===== config.mk =====
export PLATFORM = sky130hd
export DESIGN_NAME = alu_subi_bist
export DESIGN_NICKNAME = d
export VERILOG_FILES = /design/src/rtl/alu_bist_pkg.sv /design/src/rtl/alu_subi_bist_lfsr16.sv /design/src/rtl/alu_subi_bist.sv
export SDC_FILE = /design/constraint.sdc
export NUM_CORES = 1
export LEC_CHECK = 0
export CAP_MARGIN = 15
export CORE_MARGIN = 3
export CORE_UTILIZATION = 36
export DETAILED_ROUTE_END_ITERATION = 16
export DONT_BUFFER_PORTS = 1
export GPL_TIMING_DRIVEN = 0
export PLACE_DENSITY = 0.56
export SLEW_MARGIN = 10
export SYNTH_ARGS = -nofsm -noshare
export SYNTH_HDL_FRONTEND = slang
export SYNTH_SLANG_ARGS = --single-unit

===== constraint.sdc =====
create_clock -name clk -period 8.8 [get_ports clk]
set_clock_uncertainty 0.05 [all_clocks]
set_input_delay 0.88 -clock clk [delete_from_list [all_inputs] [get_ports clk]]
set_output_delay 0.88 -clock clk [all_outputs]
set_load 0.005 [all_outputs]

===== src/rtl/alu_bist_pkg.sv =====
// Shared types and constants for the ALU subtract-immediate BIST driver.
package alu_bist_pkg;

  typedef enum logic [1:0] {
    ST_IDLE,
    ST_RUN,
    ST_DONE
  } state_t;

  localparam logic [3:0]  OP_SUB    = 4'b0101;
  localparam logic [15:0] LFSR_TAPS = 16'hB400;
  localparam logic [15:0] VEC_OFL   = 16'h8000;

  // Fibonacci step for x^16+x^14+x^13+x^11+1, shifting left into bit 0.
  function automatic logic [15:0] lfsr_step(input logic [15:0] s);
    return {s[14:0], ^(s & LFSR_TAPS)};
  endfunction

  function automatic logic [15:0] fix_seed(input logic [15:0] s);
    return (s == '0) ? 16'h0001 : s;
  endfunction

endpackage


===== src/rtl/alu_subi_bist_lfsr16.sv =====
// 16-bit vector-source LFSR; a zero seed is replaced by 16'h0001.
module lfsr16
  import alu_bist_pkg::*;
(
  input  logic        clk,
  input  logic        rst,
  input  logic        load,
  input  logic [15:0] seed,
  input  logic        adv,
  output logic [15:0] q
);

  always_ff @(posedge clk) begin
    if (rst || load) begin
      q <= fix_seed(seed);
    end else if (adv) begin
      q <= lfsr_step(q);
    end
  end

endmodule


===== src/rtl/alu_subi_bist.sv =====
// BIST initiator for the ALU subtract-immediate path.
// Optional overflow checking: define ALU_SUBI_BIST_OFL_CHECK_EN.
module alu_subi_bist
  import alu_bist_pkg::*;
#(
  parameter int unsigned N_VECTORS = 1000,
  parameter logic [15:0] IMM       = 16'd5,
  parameter logic [15:0] SEED      = 16'hACE1
) (
  input  logic        clk,
  input  logic        rst,
  input  logic        start,
  output logic [15:0] alu_A,
  output logic [15:0] alu_B,
  output logic [3:0]  alu_Op,
  output logic        alu_Cin,
  output logic        alu_invA,
  output logic        alu_invB,
  output logic        alu_sign,
  input  logic [15:0] alu_Out,
  input  logic        alu_Z,
  input  logic        alu_Ofl,
  output logic        busy,
  output logic        done,
  output logic        pass,
  output logic [15:0] err_count,
  output logic [15:0] first_fail_A
);

  state_t      state, state_nx;
  logic [31:0] vec_idx;
  logic [15:0] lfsr_q;
  logic        enter_run, check, last, adv;
  logic [15:0] r_exp, err_nx, vec_next;
  logic        z_exp, fail;

  assign alu_B    = IMM;
  assign alu_Op   = OP_SUB;
  assign alu_Cin  = 1'b0;
  assign alu_invA = 1'b0;
  assign alu_invB = 1'b0;
  assign alu_sign = 1'b1;

  assign busy = (state == ST_RUN);
  assign done = (state == ST_DONE);

  always_ff @(posedge clk) begin
    if (rst) begin
      state <= ST_IDLE;
    end else begin
      state <= state_nx;
    end
  end

  always_comb begin
    state_nx  = state;
    enter_run = 1'b0;
    check     = 1'b0;
    last      = 1'b0;
    unique case (state)
      ST_IDLE, ST_DONE: begin
        if (start) begin
          state_nx  = ST_RUN;
          enter_run = 1'b1;
        end
      end
      ST_RUN: begin
        check = 1'b1;
        if (vec_idx == 32'(N_VECTORS - 1)) begin
          last     = 1'b1;
          state_nx = ST_DONE;
        end
      end
      default: state_nx = ST_IDLE;
    endcase
  end

  assign r_exp = alu_A - IMM;
  assign z_exp = (r_exp == '0);

`ifdef ALU_SUBI_BIST_OFL_CHECK_EN
  logic ofl_exp;
  assign ofl_exp = (alu_A[15] != IMM[15]) && (r_exp[15] != alu_A[15]);
  assign fail    = check && ((alu_Out != r_exp) || (alu_Z != z_exp) || (alu_Ofl != ofl_exp));
`else
  logic unused_ofl;
  assign unused_ofl = alu_Ofl;
  assign fail       = check && ((alu_Out != r_exp) || (alu_Z != z_exp));
`endif

  assign err_nx = (fail && (err_count != '1)) ? err_count + 16'd1 : err_count;

  // The LFSR steps on the same edge that presents its new state, so alu_A
  // takes the combinational successor of the current LFSR value.
  assign adv      = check && !last && (vec_idx != '0);
  assign vec_next = (vec_idx == '0) ? VEC_OFL : lfsr_step(lfsr_q);

  lfsr16 u_lfsr (
    .clk  (clk),
    .rst  (rst),
    .load (enter_run),
    .seed (SEED),
    .adv  (adv),
    .q    (lfsr_q)
  );

  always_ff @(posedge clk) begin
    if (rst) begin
      alu_A        <= '0;
      pass         <= 1'b0;
      err_count    <= '0;
      first_fail_A <= '0;
      vec_idx      <= '0;
    end else if (enter_run) begin
      alu_A        <= IMM;
      pass         <= 1'b0;
      err_count    <= '0;
      first_fail_A <= '0;
      vec_idx      <= '0;
    end else if (check) begin
      err_count <= err_nx;
      if (fail && (err_count == '0)) begin
        first_fail_A <= alu_A;
      end
      if (last) begin
        pass <= (err_nx == '0);
      end else begin
        alu_A   <= vec_next;
        vec_idx <= vec_idx + 32'd1;
      end
    end
  end

endmodule

==> results of run 1 <==
-- cell usage in the layout (no fill, tap or decap), drive strengths merged, types with 2 or more instances in the layout --
cell type and instances:
dfxtp 99, nor2 85, nand2 77, a21oi 48
xnor2 34, clkbuf 33, xor2 31, buf 31
nand3 26, conb 24, mux2i 19, and3 17
o21ai 16, nor3 15, inv 14, nor4 14
nand4 13, or3 10, nand2b 6, ha 6
or4 6, and4 5, nor2b 4, and2 4
nor3b 4, o22ai 3, bufinv 3, or2 2
a31oi 2, o21a 2, o21ba 2, o2111a 2
a211oi 2, a21boi 2, o31ai 2
-- report_power, final --
| part | total [mW] | switching (mW) | internal [mW] |
|---|---|---|---|
| Combinational | 0.0869 | 0.0515 | 0.0354 |
| Clock | 0.454 | 0.168 | 0.286 |
| Sequential | 0.459 | 0.00653 | 0.452 |
| Total | 1.00 | 0.226 | 0.774 |
-- kinds of logic after synthesis --
logic type | synth area share
compound gates | 0.106
xor+xnor | 0.114
fa+ha+maj | 0.0144
buf+inv | 0.0685
flops | 0.381
mux | 0.0366
other cells | 0.00144
simple gates | 0.278
-- per-layer routing --
layer,GRT usage,wire length (µm)
met4,0.0498,272
met3,0.0581,1030
met2,0.255,5950
met1,0.217,5890
met5,0,0
-- through the flow --
step,worst slack [ns],area (µm²)
final,4.30,5850
after global routing,4.11,5850
after CTS,4.32,5850
after detailed placement,4.35,5510
after global placement,4.40,5510
after floorplan,5.00,5290
-- worst max-delay path by stage --
stage | slack [ns] | to
final | 4.30 | pass$_SDFFE_PP0P_
after global routing | 4.11 | pass$_SDFFE_PP0P_
after CTS | 4.32 | pass$_SDFFE_PP0P_
after detailed placement | 4.35 | pass$_SDFFE_PP0P_
after global placement | 4.40 | pass$_SDFFE_PP0P_
after floorplan | 5.00 | pass$_SDFFE_PP0P_
-- layout make-up --
type | instances | area [µm²] | area share
buffer | 52 | 304 | 0.0519
multi-input combinational | 499 | 2950 | 0.503
clock buffer | 12 | 246 | 0.0421
clock inverter | 4 | 97.6 | 0.0167
sequential | 99 | 1980 | 0.339
tap | 180 | 225 | 0.0385
inverter | 14 | 52.6 | 0.00898
-- worst max-delay path: stages, from the launching register on --
cell,delay [ns]
dfxtp_1,0.42
clkbuf_1,0.35
inv_1,0.08
ha_1,0.29
nor2b_1,0.29
or3_1,0.15
buf_2,0.17
o2111a_1,0.22
a211oi_1,0.06
or3b_4,0.41
a2111oi_4,0.70
nor2_4,0.15
a211o_1,0.28
or4_1,0.51
o31ai_1,0.26
-- registers in the layout (all words and copies together) (netlist names) --
signal,count
u_lfsr.q,16
vec_idx,32
err_count,16
state,2
pass,1
alu_A,16
first_fail_A,16
==> impl_metrics.env, run 1 <==
export IMPL_stdcell_count=860
export IMPL_ys_seq_area_frac=0.381
export IMPL_fp_dieH_um=126
export IMPL_whs_endpoint="u_lfsr.q[2]$_SDFFE_PP0P_"
export IMPL_cts_made_buffers=9
export IMPL_relSlewSlack=0.473
export IMPL_drt_pass1_iter_count=4
export IMPL_syn_inst=642
export IMPL_yosysTopAreaCell="dfxtp_1"
export IMPL_period_share=0.512
export IMPL_synthArstFlopShare=0
export IMPL_max_freq_mhz=222
export IMPL_grt_max_degree=16
export IMPL_grt_ovfl_total=0
export IMPL_vias_per_cell=5.12
export IMPL_rsz0062_at_grt="no"
export IMPL_r2r_start="alu_A[0]$_SDFFE_PP0P_"
export IMPL_min_from="u_lfsr.q[2]$_SDFFE_PP0P_"
export IMPL_clock_latency_ns=0.35
export IMPL_cts_max_level=3
export IMPL_cts_root_buf="clkbuf_16"
export IMPL_avgSynthCellArea_um2=8.10
export IMPL_power_total_mw=1.00
export IMPL_synthDistinctLibCells=57
export IMPL_synth_ff_type="dfxtp_1"
export IMPL_p_leak_nw=2.23
export IMPL_nFillCells=1410
export IMPL_cts_tree="done"
export IMPL_drc=0
export IMPL_critPathCaptureType="flop"
export IMPL_cp_max_fo=8
export IMPL_first_iter_violations=291
export IMPL_fin_tns_setup_ns=0
export IMPL_hold_path_class="reg -> reg"
export IMPL_ios=96
export IMPL_r2r_end="pass$_SDFFE_PP0P_"
export IMPL_antenna_found_initial=0
export IMPL_clock_sinks=99
export IMPL_ys_top_cells_by_count="dfxtp_1 (99), nor2_1 (84), nand2_1 (77)"
export IMPL_holdPathStages=2
export IMPL_drt_total_wl_mm=13.1
export IMPL_grt_use_total=0.165
export IMPL_rows=43
export IMPL_maxCapViolations=0
export IMPL_dieWidth_um=126
export IMPL_ctsResizeCount=0
export IMPL_globalplace_congestion=0.901
export IMPL_initial_core_util=0.372
export IMPL_start_kind="flop"
export IMPL_required_ns=9.02
export IMPL_synth_top_cell_area_share=0.381
export IMPL_nets=702
export IMPL_rr_worst_depth=14
export IMPL_antenna_cells=0
export IMPL_grt_pass1_wl_mm=21.5
export IMPL_via_count=4407
export IMPL_final_util=0.419
export IMPL_fp_coreArea_um2=14000
export IMPL_finalMaxSlewViolations=0
export IMPL_ir_drop_uv=111
export IMPL_yosysMostFrequentCell="dfxtp_1"
export IMPL_syn_area_um2=5200
export IMPL_postCtsSetupBuffers=0
export IMPL_die_area_um2=15900
export IMPL_r2r_slack_ns=4.30
export IMPL_postRouteAntennaNets=0
export IMPL_hold_viol=0
export IMPL_status="complete, no violations"
export IMPL_post_route_min_period_ns=4.50
export IMPL_wl_per_cell_um=15.3
export IMPL_first_global_vias=4258
export IMPL_worstSetupPathType="reg -> reg"
export IMPL_dp_hpwl_mm=9.87
export IMPL_area_delta_synth_final_pct=12.5
export IMPL_worst_slew_pin_slew_ns=0.783
export IMPL_yosys_top_cells_area="dfxtp_1 (38%), nor2_1 (6.1%), xnor2_1 (5.7%)"
export IMPL_cts_hold_buf=0
export IMPL_cp_startpoint="alu_A[0]$_SDFFE_PP0P_"
export IMPL_cts_path_max_buffers=2
export IMPL_dp_cells=844
export IMPL_setup_viol=0
export IMPL_ys_ff_latch=99
export IMPL_drive_gt1_frac=0.0794
export IMPL_port_buffers=0
export IMPL_power_density_nw_per_um2=171
export IMPL_synth_edf_count=0
export IMPL_whs_ns=0.404
export IMPL_path_clk_slew_ns=0.07
export IMPL_arrival_ns=4.72
export IMPL_yosys_warnings=0
No activity file was read; power rests on OpenSTA's default activity.
==> inputs of run 2 (changes only) <==
- clock period: 8.8 -> 4.5 ns (I/O delays scaled with it)
==> impl_metrics.env, run 2 (synthesized netlist as in run 1, its figures left out) <==
export IMPL_port_buffers=0
export IMPL_fp_dieH_um=126
export IMPL_first_iter_violations=314
export IMPL_setup_viol=0
export IMPL_grt_pass1_wl_mm=21.5
export IMPL_fin_tns_setup_ns=0
export IMPL_cts_hold_buf=0
export IMPL_drc=0
export IMPL_antenna_cells=0
export IMPL_hold_viol=0
export IMPL_nets=705
export IMPL_period_share=0.925
export IMPL_ir_drop_uv=217
export IMPL_cts_root_buf="clkbuf_16"
export IMPL_drive_gt1_frac=0.0835
export IMPL_hold_path_class="in -> reg"
export IMPL_ctsResizeCount=0
export IMPL_layout_common_cells="dfxtp_1 (99), nor2_1 (84), nand2_1 (77), a21oi_1 (48), xnor2_1 (34)"
export IMPL_cts_tree="done"
export IMPL_relSlewSlack=0.491
export IMPL_via_count=4457
export IMPL_maxCapViolations=0
export IMPL_required_ns=4.72
export IMPL_holdPathStages=1
export IMPL_cts_path_max_buffers=2
export IMPL_status="complete, no violations"
export IMPL_place_area_um2=5510
export IMPL_clock_latency_ns=0.35
export IMPL_top_register="vec_idx"
export IMPL_first_global_vias=4258
export IMPL_drt_total_wl_mm=13.2
export IMPL_critPathBufInv=4
export IMPL_cts_max_level=3
export IMPL_slowest_delay_ns=0.51
export IMPL_r2r_start="alu_A[0]$_SDFFE_PP0P_"
export IMPL_cts_made_buffers=9
export IMPL_worstPathCellList="clkbuf_1 > inv_1 > ha_1 > nor2b_1 > or3_1 > buf_2 > o2111a_1 > a211oi_1 > or3b_4 > a2111oi_4 > buf_4 > nor2_4 > a211o_1 > or4_1 > o31ai_1"
export IMPL_arrival_ns=4.38
export IMPL_p_leak_nw=2.25
export IMPL_antenna_found_initial=0
export IMPL_grt_ovfl_total=0
export IMPL_area_delta_synth_final_pct=13.0
export IMPL_fp_coreArea_um2=14000
export IMPL_cp_max_fo=8
export IMPL_r2r_end="pass$_SDFFE_PP0P_"
export IMPL_crit_family="simple AND/OR/NAND/NOR gates"
export IMPL_clock_sinks=99
export IMPL_globalplace_congestion=0.901
export IMPL_post_route_min_period_ns=4.16
export IMPL_worst_slew_pin_slew_ns=0.756
export IMPL_initial_core_util=0.372
export IMPL_critPathCaptureType="flop"
export IMPL_finalMaxSlewViolations=0
export IMPL_dp_hpwl_mm=9.87
export IMPL_largest_reg_flops=32
export IMPL_wl_per_cell_um=15.3
export IMPL_final_common_cell="dfxtp_1"
export IMPL_min_from="rst"
export IMPL_whs_endpoint="state[1]$_SDFFE_PP0P_"
export IMPL_rows=43
export IMPL_ios=96
export IMPL_die_area_um2=15900
export IMPL_r2r_slack_ns=0.34
export IMPL_grt_use_total=0.165
export IMPL_dieWidth_um=126
export IMPL_max_freq_mhz=240
export IMPL_path_clk_slew_ns=0.07
export IMPL_vias_per_cell=5.16
export IMPL_drt_pass1_iter_count=5
export IMPL_power_density_nw_per_um2=333
export IMPL_rsz0062_at_grt="no"
export IMPL_nFillCells=1407
export IMPL_worstSetupPathType="reg -> reg"
export IMPL_slowest_stage="or4_1"
export IMPL_postRouteAntennaNets=0
export IMPL_finalInstanceArea_um2=5880
export IMPL_grt_max_degree=16
export IMPL_rr_worst_depth=15
export IMPL_start_kind="flop"
==> run 2: layer usage <==
layer / vias up / part of all wire / track usage / wire length, µm
met5: - / 0 / 0 / 0
met4: 0 / 0.022 / 0.0498 / 289
met3: 22 / 0.076 / 0.0581 / 999
met2: 146 / 0.45 / 0.255 / 5970
met1: 2050 / 0.45 / 0.217 / 5910
li1: 2239 / - / - / -
==> run 2: layout make-up <==
| type | count | area (µm²) | share of cell area |
|---|---|---|---|
| multi-input combinational | 499 | 2950 | 0.501 |
| inverter | 14 | 52.6 | 0.00894 |
| clock buffer | 12 | 246 | 0.0419 |
| timing repair buffer | 3 | 22.5 | 0.00383 |
| clock inverter | 4 | 97.6 | 0.0166 |
| buffer | 52 | 304 | 0.0517 |
| sequential | 99 | 1980 | 0.337 |
| tap | 180 | 225 | 0.0383 |
==> run 2: timing repair <==
action / 4_1_cts / 5_1_grt
hold endpoints to repair: 0 / 0
setup buffers: 0 / 3
endpoints found under the setup margin: 0 / 11
==> run 2: per-stage QoR <==
stage | hold WS [ns] | util | instances | setup WS (ns) | power, mW
2_1_floorplan | 0.384 | - | 664 | 0.702 | 1.05
3_3_place_gp | 0.394 | 0.394 | 844 | 0.0981 | 1.08
3_5_place_dp | 0.400 | 0.394 | 844 | 0.0508 | 1.09
4_1_cts | 0.0969 | 0.419 | 860 | 0.0184 | 1.98
5_1_grt | 0.0899 | 0.420 | 863 | 0.155 | 2.03
6_report | 0.108 | 0.420 | 863 | 0.336 | 1.95
==> run 2: worst max-delay path by stage <==
stage,from,to,slack [ns],cells after the start
after detailed placement,alu_A[0]$_SDFFE_PP0P_,pass$_SDFFE_PP0P_,0.05,14
final,alu_A[0]$_SDFFE_PP0P_,pass$_SDFFE_PP0P_,0.34,15
after CTS,alu_A[0]$_SDFFE_PP0P_,pass$_SDFFE_PP0P_,0.02,14
after global placement,alu_A[0]$_SDFFE_PP0P_,pass$_SDFFE_PP0P_,0.1,14
after global routing,alu_A[0]$_SDFFE_PP0P_,pass$_SDFFE_PP0P_,0.16,15
after floorplan,alu_A[0]$_SDFFE_PP0P_,pass$_SDFFE_PP0P_,0.70,14
==> run 2: where the power goes <==
group,leakage (nW),switching [mW],internal [mW],total [mW]
Sequential,0.799,0.0130,0.885,0.898
Combinational,1.29,0.101,0.0693,0.170
Clock,0.163,0.328,0.559,0.887
==> inputs of run 3 (changes only) <==
- CORE_ASPECT_RATIO: not set -> 1.1
==> impl_metrics.env, run 3 (synthesized netlist as in run 1, its figures left out) <==
export IMPL_status="complete, no violations"
export IMPL_area_delta_synth_final_pct=12.5
export IMPL_grt_ovfl_total=0
export IMPL_period_share=0.922
export IMPL_slowest_stage="or4_1"
export IMPL_clock_latency_ns=0.35
export IMPL_via_count=4495
export IMPL_post_place_ws_ns=-0.0104
export IMPL_die_area_um2=15900
export IMPL_holdPathStages=1
export IMPL_finalMaxSlewViolations=0
export IMPL_globalplace_congestion=0.885
export IMPL_relSlewSlack=0.420
export IMPL_worst_slew_pin_slew_ns=0.862
export IMPL_worstSetupPathType="reg -> reg"
export IMPL_critPathCaptureType="flop"
export IMPL_slowest_delay_ns=0.51
export IMPL_whs_endpoint="alu_A[2]$_SDFFE_PP0P_"
export IMPL_r2r_start="alu_A[0]$_SDFFE_PP0P_"
export IMPL_worstPathCellList="clkbuf_2 > inv_1 > ha_1 > nor2b_1 > or3_1 > buf_2 > o2111a_1 > a211oi_1 > or3b_4 > a2111oi_4 > buf_4 > nor2_4 > a211o_1 > or4_1 > o31ai_1"
export IMPL_cts_tree="done"
export IMPL_post_route_min_period_ns=4.15
export IMPL_cts_root_buf="clkbuf_16"
export IMPL_drt_pass1_iter_count=5
export IMPL_first_iter_violations=270
export IMPL_antenna_found_initial=0
export IMPL_r2r_end="pass$_SDFFE_PP0P_"
export IMPL_fp_dieH_um=132
export IMPL_fp_coreArea_um2=14000
export IMPL_max_freq_mhz=241
export IMPL_hold_path_class="in -> reg"
export IMPL_drc=0
export IMPL_path_clk_slew_ns=0.06
export IMPL_ios=96
export IMPL_arrival_ns=4.36
export IMPL_postRouteAntennaNets=0
export IMPL_cts_max_level=3
export IMPL_wl_per_cell_um=15.5
export IMPL_power_density_nw_per_um2=322
export IMPL_critPathBufInv=4
export IMPL_cp_max_fo=8
export IMPL_crit_family="simple AND/OR/NAND/NOR gates"
export IMPL_required_ns=4.71
export IMPL_ir_drop_uv=157
export IMPL_dieWidth_um=121
export IMPL_grt_max_degree=16
export IMPL_start_kind="flop"
export IMPL_dp_hpwl_mm=10.2
export IMPL_largest_reg_flops=32
export IMPL_antenna_cells=0
export IMPL_vias_per_cell=5.16
export IMPL_hold_viol=0
export IMPL_grt_use_total=0.169
export IMPL_cts_path_max_buffers=2
export IMPL_final_util=0.419
export IMPL_rows=45
export IMPL_clock_sinks=99
export IMPL_r2r_slack_ns=0.35
export IMPL_port_buffers=0
export IMPL_min_from="rst"
export IMPL_layout_common_cells="dfxtp_1 (99), nor2_1 (84), nand2_1 (77), a21oi_1 (48), xnor2_1 (34)"
export IMPL_worst_slack_ns=0.351
export IMPL_drive_gt1_frac=0.0835
export IMPL_nFillCells=1439
export IMPL_first_global_vias=4262
export IMPL_rsz0062_at_grt="no"
export IMPL_top_register="vec_idx"
export IMPL_rr_worst_depth=15
export IMPL_fin_tns_setup_ns=0
export IMPL_grt_pass1_wl_mm=21.8
export IMPL_maxCapViolations=0
export IMPL_nets=705
export IMPL_drt_total_wl_mm=13.5
export IMPL_cp_startpoint="alu_A[0]$_SDFFE_PP0P_"
export IMPL_setup_viol=0
export IMPL_p_leak_nw=2.24
export IMPL_cts_hold_buf=0
export IMPL_final_common_cell="dfxtp_1"
export IMPL_initial_core_util=0.373
export IMPL_cts_made_buffers=9
[run 3: changes by cell type in the layout (fill, tap and decap cells not counted)]
cell        delta
clkbuf_2       +1
inv_6          +1
bufinv_16      -1
clkinv_2       +1
clkinvlp_4     -1
clkbuf_8       -1
[run 3: worst max path at each step]
stage                         to  cells after the start
2_1_floorplan  pass$_SDFFE_PP0P_                     14
3_5_place_dp   pass$_SDFFE_PP0P_                     14
4_1_cts        pass$_SDFFE_PP0P_                     14
6_report       pass$_SDFFE_PP0P_                     15
3_3_place_gp   pass$_SDFFE_PP0P_                     14
5_1_grt        pass$_SDFFE_PP0P_                     15
[run 3: final cells by class]
type / instances / area, µm² / share of cell area
Clock buffer: 12 / 236 / 0.0404
Multi-Input combinational cell: 499 / 2950 / 0.503
Sequential cell: 99 / 1980 / 0.339
Inverter: 14 / 52.6 / 0.00898
Timing Repair Buffer: 3 / 22.5 / 0.00385
Buffer: 52 / 305 / 0.0521
Tap cell: 188 / 235 / 0.0402
Clock inverter: 4 / 73.8 / 0.0126
[run 3: timing repair]
action,CTS,global route
gates resized for setup,0,2
pin swaps,1,1
endpoints found under the setup margin,1,11
buffers inserted,0,3
[run 3: per-stage QoR]
step / power, mW / instances / cell area, µm² / hold slack, ns
global placement: 1.08 / 852 / 5520 / 0.395
CTS: 1.91 / 868 / 5830 / 0.100
floorplan: 1.05 / 664 / 5290 / 0.384
detailed placement: 1.09 / 852 / 5520 / 0.399
global route: 1.96 / 871 / 5850 / 0.106
finish: 1.89 / 871 / 5850 / 0.114
[run 3: where the power goes]
part	total (mW)	internal (mW)	leakage, nW	switching, mW
clock network	0.818	0.489	0.151	0.329
registers	0.898	0.885	0.799	0.0131
logic	0.170	0.0695	1.29	0.101
total	1.89	1.44	2.24	0.443
[run 3: routing by layer]
metal  global-route usage  vias up  wire length [µm]
met4               0.0686        0               320
met2                0.278      129              6370
met5                    0        -                 0
met3               0.0502       26              1000
met1                0.207     2099              5790
li1                     -     2241                 -
